`src/rtl/soml_pkg.sv`:
```
// soml_pkg: constants and types shared by the SOML decoder blocks.
// The address generator and the minimum-metric selector both use
// SOML_NCAND/SOML_BEATS, so their candidate/beat ordering stays consistent.
package soml_pkg;

  localparam int SOML_NCAND = 16;  // candidates per frame
  localparam int SOML_BEATS = 8;   // partial terms per candidate
  localparam int SOML_ERR_W = 16;  // width of one partial error term

  typedef enum logic [0:0] {
    SOML_MIN_IDLE  = 1'b0,
    SOML_MIN_ACCUM = 1'b1
  } soml_min_state_t;

endpackage : soml_pkg

```
`src/rtl/soml_metric_min_if.sv`:
```
// soml_metric_min_if: frame-control, beat-input and result bundle of the
// minimum-metric selector.
//
// Handshake: start is a one-cycle pulse that (re)arms a frame. in_valid
// qualifies in_err for exactly the cycle it is high; there is no ready,
// every valid beat seen while a frame is armed is accepted. out_valid is a
// one-cycle pulse and best_idx/best_metric hold until the next result.
// state is a debug view of the selector FSM.
//
// Modports:
//   master - drives start/in_valid/in_err, observes the results.
//   slave  - the selector itself.
interface soml_metric_min_if
  import soml_pkg::*;
#(
  parameter int ERR_W = SOML_ERR_W,
  parameter int ACC_W = SOML_ERR_W + $clog2(SOML_BEATS),
  parameter int IDX_W = $clog2(SOML_NCAND)
);
  logic             start;
  logic             in_valid;
  logic [ERR_W-1:0] in_err;
  logic             busy;
  logic             out_valid;
  logic [IDX_W-1:0] best_idx;
  logic [ACC_W-1:0] best_metric;
  soml_min_state_t  state;

  modport master (
    output start, in_valid, in_err,
    input  busy, out_valid, best_idx, best_metric, state
  );

  modport slave (
    input  start, in_valid, in_err,
    output busy, out_valid, best_idx, best_metric, state
  );
endinterface : soml_metric_min_if

```
`src/rtl/soml_min_tracker.sv`:
```
// soml_min_tracker: running-minimum register pair (metric, index).
//
// Ports:
//   clk, rst        clock, synchronous active-high reset
//   i_clear         re-initialise for a new frame (metric all-ones, idx 0)
//   i_update        a candidate metric is complete this cycle
//   i_metric/i_idx  the completed candidate's metric and index
//   o_next_metric   minimum including the current candidate (combinational),
//   o_next_idx      so the frame-end beat can commit without an extra cycle
module soml_min_tracker #(
  parameter int ACC_W = 19,
  parameter int IDX_W = 4
) (
  input  logic             clk,
  input  logic             rst,
  input  logic             i_clear,
  input  logic             i_update,
  input  logic [ACC_W-1:0] i_metric,
  input  logic [IDX_W-1:0] i_idx,
  output logic [ACC_W-1:0] o_next_metric,
  output logic [IDX_W-1:0] o_next_idx
);

  logic [ACC_W-1:0] r_min_metric;
  logic [IDX_W-1:0] r_min_idx;
  logic             w_less;

  // Strictly less: on a tie the earlier (lower) index is kept.
  assign w_less = i_metric < r_min_metric;

  always_comb begin
    o_next_metric = r_min_metric;
    o_next_idx    = r_min_idx;
    if (i_update && w_less) begin
      o_next_metric = i_metric;
      o_next_idx    = i_idx;
    end
  end

  always_ff @(posedge clk) begin
    if (rst || i_clear) begin
      r_min_metric <= '1;
      r_min_idx    <= '0;
    end else if (i_update) begin
      r_min_metric <= o_next_metric;
      r_min_idx    <= o_next_idx;
    end
  end

endmodule : soml_min_tracker

```
`src/rtl/soml_metric_min.sv`:
```
// soml_metric_min: per-frame minimum-metric selector of the SOML decoder.
// Accumulates BEATS partial error terms per candidate, NCAND candidates per
// frame, and reports the index and metric of the smallest candidate once
// per frame, one cycle after the last beat.
//
// Ports:
//   clk, rst  clock, synchronous active-high reset (priority over start)
//   bus       soml_metric_min_if.slave: start, in_valid, in_err in;
//             busy, out_valid, best_idx, best_metric, state out (registered)
module soml_metric_min
  import soml_pkg::*;
#(
  parameter int NCAND = SOML_NCAND,
  parameter int BEATS = SOML_BEATS,
  parameter int ERR_W = SOML_ERR_W
) (
  input  logic clk,
  input  logic rst,
  soml_metric_min_if.slave bus
);

  localparam int ACC_W  = ERR_W + $clog2(BEATS);
  localparam int IDX_W  = $clog2(NCAND);
  localparam int BEAT_W = $clog2(BEATS);

  localparam logic [BEAT_W-1:0] LAST_BEAT = BEAT_W'(BEATS - 1);
  localparam logic [IDX_W-1:0]  LAST_CAND = IDX_W'(NCAND - 1);

  soml_min_state_t   r_state;
  logic [BEAT_W-1:0] r_beat_cnt;
  logic [IDX_W-1:0]  r_cand_cnt;
  logic [ACC_W-1:0]  r_acc;
  logic              r_busy;
  logic              r_out_valid;
  logic [IDX_W-1:0]  r_best_idx;
  logic [ACC_W-1:0]  r_best_metric;

  logic [ACC_W-1:0]  w_sum;
  logic              w_beat_take;
  logic              w_cand_end;
  logic              w_frame_end;
  logic [ACC_W-1:0]  w_next_metric;
  logic [IDX_W-1:0]  w_next_idx;

  // ACC_W = ERR_W + log2(BEATS) holds BEATS full-scale terms, no overflow.
  assign w_sum       = r_acc + ACC_W'(bus.in_err);
  // start wins over a coincident beat, which is then dropped.
  assign w_beat_take = (r_state == SOML_MIN_ACCUM) && bus.in_valid && !bus.start;
  assign w_cand_end  = w_beat_take && (r_beat_cnt == LAST_BEAT);
  assign w_frame_end = w_cand_end && (r_cand_cnt == LAST_CAND);

  soml_min_tracker #(
    .ACC_W (ACC_W),
    .IDX_W (IDX_W)
  ) u_tracker (
    .clk           (clk),
    .rst           (rst),
    .i_clear       (bus.start),
    .i_update      (w_cand_end),
    .i_metric      (w_sum),
    .i_idx         (r_cand_cnt),
    .o_next_metric (w_next_metric),
    .o_next_idx    (w_next_idx)
  );

  always_ff @(posedge clk) begin
    if (rst) begin
      r_state       <= SOML_MIN_IDLE;
      r_beat_cnt    <= '0;
      r_cand_cnt    <= '0;
      r_acc         <= '0;
      r_busy        <= 1'b0;
      r_out_valid   <= 1'b0;
      r_best_idx    <= '0;
      r_best_metric <= '0;
    end else begin
      r_out_valid <= 1'b0;
      if (bus.start) begin
        // Arms from IDLE or aborts a running frame without a result.
        r_state    <= SOML_MIN_ACCUM;
        r_beat_cnt <= '0;
        r_cand_cnt <= '0;
        r_acc      <= '0;
        r_busy     <= 1'b1;
      end else if (w_beat_take) begin
        if (w_cand_end) begin
          r_acc      <= '0;
          r_beat_cnt <= '0;
          r_cand_cnt <= r_cand_cnt + IDX_W'(1);
          if (w_frame_end) begin
            // Commit uses the minimum updated with the last candidate.
            r_state       <= SOML_MIN_IDLE;
            r_busy        <= 1'b0;
            r_out_valid   <= 1'b1;
            r_best_idx    <= w_next_idx;
            r_best_metric <= w_next_metric;
          end
        end else begin
          r_acc      <= w_sum;
          r_beat_cnt <= r_beat_cnt + BEAT_W'(1);
        end
      end
    end
  end

  assign bus.busy        = r_busy;
  assign bus.out_valid   = r_out_valid;
  assign bus.best_idx    = r_best_idx;
  assign bus.best_metric = r_best_metric;
  assign bus.state       = r_state;

endmodule : soml_metric_min
```
`src/flat_wrapper.sv`:
```
// flat-port wrapper written by rule: the top's interface ports become plain ports
module soml_metric_min_flat import soml_pkg::*;
#(
  parameter int NCAND = SOML_NCAND,
  parameter int BEATS = SOML_BEATS,
  parameter int ERR_W = SOML_ERR_W
)
  (clk, rst, bus_start, bus_in_valid, bus_in_err, bus_busy, bus_out_valid, bus_best_idx, bus_best_metric, bus_state);
  soml_metric_min_if #(.ERR_W(ERR_W)) bus_i ();
  input  logic clk;
  input  logic rst;
  input wire logic [$bits(bus_i.start)-1:0] bus_start;
  input wire logic [$bits(bus_i.in_valid)-1:0] bus_in_valid;
  input wire logic [$bits(bus_i.in_err)-1:0] bus_in_err;
  output wire logic [$bits(bus_i.busy)-1:0] bus_busy;
  output wire logic [$bits(bus_i.out_valid)-1:0] bus_out_valid;
  output wire logic [$bits(bus_i.best_idx)-1:0] bus_best_idx;
  output wire logic [$bits(bus_i.best_metric)-1:0] bus_best_metric;
  output wire logic [$bits(bus_i.state)-1:0] bus_state;
  assign bus_i.start = bus_start;
  assign bus_i.in_valid = bus_in_valid;
  assign bus_i.in_err = bus_in_err;
  assign bus_busy = bus_i.busy;
  assign bus_out_valid = bus_i.out_valid;
  assign bus_best_idx = bus_i.best_idx;
  assign bus_best_metric = bus_i.best_metric;
  assign bus_state = bus_i.state;
  soml_metric_min #(.NCAND(NCAND), .BEATS(BEATS), .ERR_W(ERR_W)) u_core (.clk(clk), .rst(rst), .bus(bus_i));
endmodule
```
`config.mk`:
```
export PLATFORM = sky130hd
export DESIGN_NAME = soml_metric_min_flat
export DESIGN_NICKNAME = d
export VERILOG_FILES = /design/src/rtl/soml_pkg.sv /design/src/rtl/soml_metric_min_if.sv /design/src/rtl/soml_min_tracker.sv /design/src/rtl/soml_metric_min.sv /design/src/flat_wrapper.sv
export SDC_FILE = /design/constraint.sdc
export NUM_CORES = 1
export LEC_CHECK = 0
export BUFFER_PORTS_ARGS = -buffer_cell sky130_fd_sc_hd__buf_4
export CORE_MARGIN = 1.5
export CORE_UTILIZATION = 54
export DETAILED_ROUTE_END_ITERATION = 16
export PLACE_DENSITY = 0.8
export SLEW_MARGIN = 20
export SYNTH_ARGS = -nofsm -noshare
export SYNTH_HDL_FRONTEND = slang
export SYNTH_SLANG_ARGS = --single-unit
```
`constraint.sdc`:
```
create_clock -name clk -period 4.18 [get_ports clk]
set_input_delay 0.836 -clock clk [delete_from_list [all_inputs] [get_ports clk]]
set_output_delay 0.836 -clock clk [all_outputs]
set_load 0.05 [all_outputs]
```
==> impl_metrics.env, run 1 <==
export IMPL_vias=4346
export IMPL_ys_flop_type="dfxtp_1"
export IMPL_worst_slew_pin_slew_ns=0.704
export IMPL_async_reset_ff_frac=0
export IMPL_leakage_uw=0.00271
export IMPL_arrival_ns=4.33
export IMPL_rows=33
export IMPL_synth_avg_cell_area_um2=8.58
export IMPL_clk_path_buf_depth=2
export IMPL_multi_input_comb_area_um2=2860
export IMPL_start_util=0.555
export IMPL_synth_top_area_frac=0.328
export IMPL_ys_seq_area_frac=0.328
export IMPL_path_cells="buf_4 -> ha_1 -> fa_2 -> a211oi_4 -> o21ba_2 -> o32a_1 -> mux2i_2 -> ha_1 -> nand4_1 -> a21oi_1 -> o31ai_2 -> o211ai_4 -> buf_8 -> or3_1 -> o21ai_1"
export IMPL_worst_path_max_delay_cell="or3_1"
export IMPL_synth_largest_area_cell="dfxtp_1"
export IMPL_grtUsageMet1=0.355
export IMPL_end_kind="flip-flop"
export IMPL_drt_initial_drc_count=233
export IMPL_crit_path_frequent_cell="ha_1"
export IMPL_outcome="finished clean"
export IMPL_fmax_mhz=247
export IMPL_port_buffers=45
export IMPL_dr_pass1_iters=4
export IMPL_place_hpwl_um=8870
export IMPL_seqCellArea_um2=1480
export IMPL_die_area_um2=8910
export IMPL_clock_skew_ns=0.0112
export IMPL_synth_area_leaders="dfxtp_1 33%, ha_1 10%, nor2_1 4.6%"
export IMPL_path_class="in -> reg"
export IMPL_critPathBufInv=2
export IMPL_grt_ovfl_total=0
export IMPL_hold_viol_final=0
export IMPL_grt_pass1_wl_um=20100
export IMPL_final_util=0.698
export IMPL_synth_common_cells="74 x dfxtp_1, 55 x nor2_1, 45 x nand2_1"
export IMPL_reg2reg_slack_ns=0.41
export IMPL_route_detailed_drc=0
export IMPL_slew_headroom=0.531
export IMPL_clk_pin_slew_ns=0.09
export IMPL_grt_max_degree=34
export IMPL_synth_nets=584
export IMPL_clk_insertion_delay_late_ns=0.36
export IMPL_wl_um=12300
export IMPL_routed_via_density=5.91
export IMPL_io_pin_count=46
export IMPL_use_met3=0.0467
export IMPL_cts_made_buffers=9
export IMPL_drv_cap=0
export IMPL_synthCells=526
export IMPL_drive_above_1_share=0.276
export IMPL_die_y_um=94.4
export IMPL_synth_warnings=0
export IMPL_clock_tree_root_cell="clkbuf_8"
export IMPL_routedWlPerCell_um=16.8
export IMPL_finalSetupViolations=0
export IMPL_cp_start_kind="input port"
export IMPL_hp_class="reg -> reg"
export IMPL_grt_pass1_vias=4324
export IMPL_cts_tree="yes"
export IMPL_cp_slowest_stage_delay_ns=0.41
export IMPL_synth_most_common_cell="dfxtp_1"
export IMPL_ys_ff_latch=74
export IMPL_ant_nets=0
export IMPL_cts_max_level=3
export IMPL_yosysUniqueCellTypes=65
export IMPL_power_density_nw_per_um2=263
export IMPL_timing_final_crit_share=0.967
export IMPL_synth_area_um2=4510
export IMPL_antenna_found_initial=0
export IMPL_maxSlewViolCount=0
export IMPL_peakVddDrop_uv=224
export IMPL_syn_to_final_growth_pct=25.8
export IMPL_clock_sinks=74
export IMPL_globalplace_congestion=0.887
export IMPL_core_area_um2=8130
export IMPL_fin_crit_ns=4.04
export IMPL_timing_hold_ws_ns=0.481
export IMPL_nNetsFinal=683
export IMPL_cts_hold_buffers_added=0
export IMPL_track_usage=0.291
export IMPL_cp_top_family="compound AO/OA/AOI/OAI gates"
export IMPL_cp_max_fo=21
export IMPL_synth_edf_count=0
export IMPL_n_antenna_cell=0
export IMPL_die_x_um=94.4
export IMPL_grt_busiest_layer="met2"
export IMPL_required_ns=4.47
export IMPL_fillers=633
export IMPL_grt_met2_usage=0.492
worst paths after layout:
kind | depth (start not counted) | end | start
hold / removal | 2 | u_core.bus.best_metric[12] | u_core.bus.best_metric[12]
hold reg to reg | 2 | u_core.bus.best_metric[12] | u_core.bus.best_metric[12]
setup / recovery | 15 | u_core.bus.best_metric[16] | bus_in_err[0]
setup reg to reg | 14 | u_core.bus.best_metric[16] | u_core.r_acc[0]
worst min-delay path: cells and delay by family (launching register included):
family	cells	cell delay [ns]
and+or+nand+nor	1	0.05
AOI/OAI and AO/OA	1	0.06
DFF	1	0.32
registers in the layout, indices dropped and copies added, names as in the netlist:
signal / count
u_core.bus.best_metric: 19
u_core.u_tracker.r_min_idx: 4
u_core.r_beat_cnt: 3
u_core.r_acc: 19
u_core.r_cand_cnt: 4
u_core.u_tracker.r_min_metric: 19
u_core.bus.best_idx: 4
u_core.bus.out_valid: 1
u_core.bus.state: 1
placed cells by master, fill, tap and decap left out, drive strengths merged, types with 4 or more instances in the layout:
cell type  synthesis  final
xor2               6      6
a211o              4      4
nand4              7      7
and3               5      5
or3                4      4
clkbuf            14     10
nand2             45     45
nor3               9      9
ha                37     37
mux2i             21     21
xnor2              7      7
nor2              55     55
nor3b              6      6
o21ai             29     29
a21o               9      9
nand3             22     22
dfxtp             74     74
nand2b             6      6
a31oi              8      8
buf               15    117
inv               26     28
a211oi            14     14
a22oi             19     19
o211ai            10     10
a21oi             37     37
routing by layer:
layer,share of wire,up-vias
met3,0.039,34
li1,-,2116
met4,0.038,0
met5,0,-
met1,0.43,2080
met2,0.49,116
cell type report:
cell class / instances / area share
multi-input cells: 397 / 0.503
inverters: 26 / 0.0172
clock inverters: 6 / 0.0130
flip-flops and latches: 74 / 0.261
clock buffers: 10 / 0.0242
repair buffers: 117 / 0.158
well taps: 105 / 0.0231
where the power goes:
| group | internal [µW] | leakage, µW | total, µW | switching [µW] |
|---|---|---|---|---|
| sequential | 707 | 0.000597 | 709 | 2.60 |
| combinational | 77.0 | 0.00201 | 177 | 99.9 |
| clock | 299 | 0.000101 | 606 | 307 |
stage by stage:
stage / worst slack [ns] / power [µW] / setup TNS (ns) / std cells / area [µm²]
after floorplan: 0.0169 / 820 / 0 / 526 / 4520
after global placement: -0.173 / 891 / -4.50 / 716 / 5360
after detailed placement: -0.307 / 894 / -8.67 / 716 / 5360
after CTS: 0.00342 / 1490 / 0 / 732 / 5570
after global routing: -0.0319 / 1540 / -0.0627 / 735 / 5680
final: 0.136 / 1490 / 0 / 735 / 5680
kinds of logic after synthesis:
kind of cell,Yosys count,share of synthesized area
and+or+nand+nor,172,0.185
AOI/OAI and AO/OA,153,0.250
DFF,74,0.328
buffers and inverters,55,0.0560
adders and majority gates,38,0.107
muxes,21,0.0474
xor gates and xnor gates,13,0.0269
what timing repair did:
item	in CTS	in global routing
buffers inserted	0	3
resized for setup	0	20
endpoints found under the setup margin	0	40
Note: power is estimated with default switching activity, not from simulation.
==> inputs of run 2 (changes only) <==
--- a/config.mk
+++ b/config.mk
@@ -7,9 +7,9 @@
 export LEC_CHECK = 0
 export BUFFER_PORTS_ARGS = -buffer_cell sky130_fd_sc_hd__buf_4
 export CORE_MARGIN = 1.5
-export CORE_UTILIZATION = 54
+export CORE_UTILIZATION = 60
 export DETAILED_ROUTE_END_ITERATION = 16
-export PLACE_DENSITY = 0.8
+export PLACE_DENSITY = 0.84
 export SLEW_MARGIN = 20
 export SYNTH_ARGS = -nofsm -noshare
 export SYNTH_HDL_FRONTEND = slang
==> constraint.sdc (replaced) <==
create_clock -name clk -period 4.56 [get_ports clk]
set_input_delay 0.912 -clock clk [delete_from_list [all_inputs] [get_ports clk]]
set_output_delay 0.912 -clock clk [all_outputs]
set_load 0.05 [all_outputs]
==> run 2 against run 1 <==
Routed wire length decreased by 5.8%. Cell count is 4.8% lower. Register-to-register slack improved by 0.19 ns. Largest power group unchanged. Clock-buffer cell count rose by 1. Clock power fell by 14%. First-iteration DRC count rose by 20%. Sequential power decreased by 8.3%.
==> impl_metrics.env, run 2 (synthesis results as in run 1) <==
export IMPL_worst_slew_pin_slew_ns=0.755
export IMPL_outcome="finished clean"
export IMPL_vias=4199
export IMPL_cts_max_level=3
export IMPL_wl_um=11600
export IMPL_drive_above_1_share=0.220
export IMPL_syn_to_final_growth_pct=19.2
export IMPL_cts_made_buffers=9
export IMPL_grt_max_degree=34
export IMPL_grt_ovfl_total=0
export IMPL_drt_initial_drc_count=280
export IMPL_clk_path_buf_depth=2
export IMPL_cts_tree="yes"
export IMPL_die_area_um2=8050
export IMPL_cts_setup_buffers=0
export IMPL_drv_cap=0
export IMPL_routed_via_density=6.00
export IMPL_clock_skew_ns=0.0119
export IMPL_cp_start_kind="input port"
export IMPL_antenna_found_initial=0
export IMPL_hold_viol_final=0
export IMPL_n_antenna_cell=0
export IMPL_maxSlewViolCount=0
export IMPL_grt_pass1_wl_um=19800
export IMPL_power_density_nw_per_um2=246
export IMPL_cts_hold_buffers_added=0
export IMPL_ant_nets=0
export IMPL_dp_cells=685
export IMPL_dr_pass1_iters=5
export IMPL_cp_max_fo=13
export IMPL_slew_headroom=0.496
export IMPL_core_area_um2=7250
export IMPL_clock_sinks=74
export IMPL_start_util=0.622
export IMPL_die_x_um=89.7
export IMPL_final_cell_mix="87 x buf_4, 74 x dfxtp_1, 54 x nor2_1"
export IMPL_clk_pin_slew_ns=0.07
export IMPL_fin_crit_ns=4.31
export IMPL_leakage_uw=0.00264
export IMPL_path_class="in -> reg"
export IMPL_grt_pass1_vias=4178
export IMPL_io_pin_count=46
export IMPL_nNetsFinal=655
export IMPL_routedWlPerCell_um=16.6
export IMPL_layout_commonest_cell="buf_4"
export IMPL_track_usage=0.300
export IMPL_end_kind="flip-flop"
export IMPL_clock_tree_root_cell="clkbuf_8"
export IMPL_required_ns=4.84
export IMPL_globalplace_congestion=0.961
export IMPL_route_detailed_drc=0
export IMPL_clk_insertion_delay_late_ns=0.35
export IMPL_fin_cells=700
export IMPL_arrival_ns=4.60
export IMPL_rsz0062_at_grt="false"
export IMPL_peakVddDrop_uv=167
export IMPL_setup_tns_final_ns=0
export IMPL_cts_resized=0
export IMPL_die_y_um=89.7
export IMPL_fmax_mhz=232
export IMPL_place_hpwl_um=8480
export IMPL_hp_class="reg -> reg"
export IMPL_timing_final_crit_share=0.946
export IMPL_rows=31
export IMPL_port_buffers=45
export IMPL_finalSetupViolations=0
==> run 2: changes by cell type in the layout (fill, tap and decap cells not counted), moves of 2 or more <==
cell,delta
buf_4,-28
a2111oi_0,+2
a2111oi_1,-2
mux2i_2,-6
a211oi_4,-2
mux2i_1,+6
==> run 2: stage by stage <==
| step | area, µm² | setup slack (ns) | util | total power (µW) | hold WS, ns |
|---|---|---|---|---|---|
| after global routing | 5380 | 0.0914 | 0.742 | 1380 | 0.506 |
| after global placement | 5170 | 0.0482 | 0.713 | 809 | 0.458 |
| final | 5380 | 0.247 | 0.742 | 1320 | 0.477 |
| after floorplan | 4510 | 0.267 | - | 752 | 0.445 |
| after CTS | 5380 | 0.283 | 0.741 | 1330 | 0.481 |
| after detailed placement | 5170 | -0.0385 | 0.713 | 812 | 0.469 |
==> run 2: final timing paths <==
kind	start	end	slack, ns	depth (start not counted)
max reg2reg	u_core.r_acc[0]	u_core.bus.best_metric[17]	0.60	14
min	u_core.bus.best_metric[13]	u_core.bus.best_metric[13]	0.48	2
min reg2reg	u_core.bus.best_metric[13]	u_core.bus.best_metric[13]	0.48	2
max	bus_in_err[0]	u_core.bus.best_metric[17]	0.25	15
==> run 2: metal layers <==
layer | wire length (µm) | GRT usage
met4 | 221 | 0.0939
met3 | 557 | 0.0609
met1 | 5320 | 0.393
met5 | 0 | 0
met2 | 5520 | 0.496
==> run 2: area by class of cell <==
| class | instances | area, µm² |
|---|---|---|
| multi-input combinational | 397 | 2780 |
| timing repair buffer | 89 | 693 |
| tap | 99 | 124 |
| sequential | 74 | 1480 |
| clock buffer | 11 | 151 |
| inverter | 26 | 97.6 |
| fill | 557 | 1870 |
| clock inverter | 4 | 51.3 |
==> run 2: power by group <==
part	internal, µW	total (µW)	switching [µW]
sequential	648	650	2.25
clock	280	524	245
combinational	62.6	150	87.3
==> run 2: critical path, stage by stage <==
cell and delay (ns):
buf_4 0.11, ha_1 0.23, fa_1 0.40, a211oi_1 0.41, o21ba_1 0.27, o32a_1 0.26
mux2i_2 0.28, ha_1 0.28, nand4_1 0.16, a21oi_1 0.09, o31ai_2 0.35, o211ai_4 0.17
buf_12 0.19, or3_1 0.37, o21ai_1 0.12
==> inputs of run 3 (changes only) <==
--- a/config.mk
+++ b/config.mk
@@ -6,10 +6,12 @@
 export NUM_CORES = 1
 export LEC_CHECK = 0
 export BUFFER_PORTS_ARGS = -buffer_cell sky130_fd_sc_hd__buf_4
+export CAP_MARGIN = 15
 export CORE_MARGIN = 1.5
 export CORE_UTILIZATION = 60
 export DETAILED_ROUTE_END_ITERATION = 16
-export PLACE_DENSITY = 0.84
+export PLACE_DENSITY = 0.89
+export REMOVE_ABC_BUFFERS = 1
 export SLEW_MARGIN = 20
 export SYNTH_ARGS = -nofsm -noshare
 export SYNTH_HDL_FRONTEND = slang
==> run 3 against run 2 <==
Critical path type unchanged. Design area is 0.49% higher. Routed wire length increased by 7.4%. Core utilization up 0.36 points. Die area did not move. Fmax is 1.8% higher. Clock power grew 19%. Combinational power hardly changed. Clock-buffer cell count shrank 2. Sequential cell count unchanged. Power up 7.6%. Non-clock buffer count did not move. Sequential power barely moved.
==> impl_metrics.env, run 3 (synthesis results as in run 1) <==
export IMPL_cts_max_level=3
export IMPL_drt_initial_drc_count=332
export IMPL_leakage_uw=0.00265
export IMPL_syn_to_final_growth_pct=19.8
export IMPL_met1_length_um=5060
export IMPL_grt_max_degree=34
export IMPL_globalplace_congestion=0.897
export IMPL_rows=31
export IMPL_r2r_start="u_core.r_acc[0]"
export IMPL_fin_crit_ns=4.23
export IMPL_clock_skew_ns=0.00741
export IMPL_io_pin_count=46
export IMPL_die_area_um2=8050
export IMPL_outcome="finished clean"
export IMPL_track_usage=0.321
export IMPL_nNetsFinal=655
export IMPL_rsz0062_at_grt="false"
export IMPL_totalPowerFinal_uw=1430
export IMPL_cp_max_fo=6
export IMPL_slew_headroom=0.509
export IMPL_place_hpwl_um=8850
export IMPL_route_detailed_drc=0
export IMPL_final_util=0.745
export IMPL_arrival_ns=4.53
export IMPL_clock_tree_root_cell="clkbuf_8"
export IMPL_routed_via_density=6.26
export IMPL_die_y_um=89.7
export IMPL_port_buffers=45
export IMPL_routed_top_layer="met4"
export IMPL_core_area_um2=7250
export IMPL_clk_path_buf_depth=2
export IMPL_cp_start_kind="input port"
export IMPL_cts_made_buffers=9
export IMPL_layout_setup_ws_ns=0.325
export IMPL_hp_class="reg -> reg"
export IMPL_cts_setup_buffers=0
export IMPL_reg2reg_slack_ns=0.66
export IMPL_fillers=514
export IMPL_wl_met3_um=772
export IMPL_worst_slew_pin_slew_ns=0.737
export IMPL_required_ns=4.85
export IMPL_n_antenna_cell=0
export IMPL_finalSetupViolations=0
export IMPL_routedWlPerCell_um=17.8
export IMPL_grt_pass1_vias=4403
export IMPL_met2_length_um=6070
export IMPL_clk_pin_slew_ns=0.08
export IMPL_fin_cells=700
export IMPL_final_cell_mix="88 x buf_4, 74 x dfxtp_1, 55 x nor2_1"
export IMPL_fmax_mhz=236
export IMPL_drive_above_1_share=0.220
export IMPL_dr_pass1_iters=5
export IMPL_place_ws_ns=-0.0857
export IMPL_dp_cells=685
export IMPL_ant_nets=0
export IMPL_grt_ovfl_total=0
export IMPL_wl_um=12500
export IMPL_worstRegToRegCells=14
export IMPL_cts_tree="yes"
export IMPL_clk_insertion_delay_late_ns=0.36
export IMPL_path_class="in -> reg"
export IMPL_grt_pass1_wl_um=20800
export IMPL_hold_viol_final=0
export IMPL_power_density_nw_per_um2=264
export IMPL_maxSlewViolCount=0
export IMPL_vias=4382
export IMPL_timing_final_crit_share=0.929
export IMPL_layout_commonest_cell="buf_4"
export IMPL_peakVddDrop_uv=193
export IMPL_start_util=0.622
export IMPL_reg2reg_to="u_core.bus.best_metric[16]"
export IMPL_drv_cap=0
export IMPL_end_kind="flip-flop"
export IMPL_antenna_found_initial=0
export IMPL_die_x_um=89.7
export IMPL_clock_sinks=74
export IMPL_crit_start="bus_in_err[0]"
export IMPL_endpoint="u_core.bus.best_metric[16]"
[run 3: cell count changes in the layout (fill, tap and decap cells not counted), sizes merged]
cell / previous run / this run
bufinv: 1 / 3
clkbuf: 11 / 9
clkinv: 2 / 1
inv: 26 / 27
[run 3: through the flow]
step                      TNS, ns  instance area [µm²]  hold slack (ns)
after floorplan             -2.69                 4360            0.446
after global placement          0                 5160            0.454
after detailed placement   -0.376                 5160            0.472
after CTS                       0                 5400            0.483
after global routing            0                 5410            0.506
final                           0                 5410            0.480
[run 3: report_power, final]
part           internal [µW]  switching (µW)  total [µW]
logic                   61.2            89.4         151
registers                648            2.38         650
clock network            363             262         625
[run 3: worst min path at each step]
| stage | endpoint | slack (ns) | startpoint | cells after the start |
|---|---|---|---|---|
| 2_1_floorplan | u_core.u_tracker.r_min_metric[15] | 0.45 | u_core.u_tracker.r_min_metric[15] | 2 |
| 3_3_place_gp | u_core.u_tracker.r_min_metric[15] | 0.45 | u_core.u_tracker.r_min_metric[15] | 2 |
| 3_5_place_dp | u_core.bus.best_metric[12] | 0.47 | u_core.bus.best_metric[12] | 2 |
| 4_1_cts | u_core.bus.best_metric[12] | 0.48 | u_core.bus.best_metric[12] | 2 |
| 5_1_grt | u_core.bus.best_metric[12] | 0.51 | u_core.bus.best_metric[12] | 2 |
| 6_report | u_core.bus.best_metric[13] | 0.48 | u_core.bus.best_metric[13] | 2 |
[run 3: cell type report]
cell class / count / area [µm²] / share of cell area
clock buffers: 9 / 124 / 0.0229
repair buffers: 89 / 681 / 0.126
inverters: 26 / 97.6 / 0.0181
flip-flops and latches: 74 / 1480 / 0.274
clock inverters: 6 / 115 / 0.0213
well taps: 99 / 124 / 0.0229
multi-input cells: 397 / 2780 / 0.515
[run 3: critical path, stage by stage]
cell,delay (ns)
buf_4,0.12
ha_1,0.22
fa_1,0.41
a211oi_2,0.33
o21ba_1,0.23
o32a_1,0.26
mux2i_2,0.28
ha_1,0.31
nand4_1,0.15
a21oi_1,0.08
o31ai_2,0.34
o211ai_4,0.15
buf_4,0.19
or3_1,0.38
o21ai_1,0.17
[run 3: per-layer routing]
layer	vias to the layer above	GRT usage
met5	-	0
met4	0	0.209
met3	53	0.0499
met2	206	0.547
met1	2055	0.374
li1	2068	-
[run 3: timing repair]
item,in CTS,in global routing
setup endpoints to repair,0,2
hold buffers,0,0
gates resized for setup,0,1
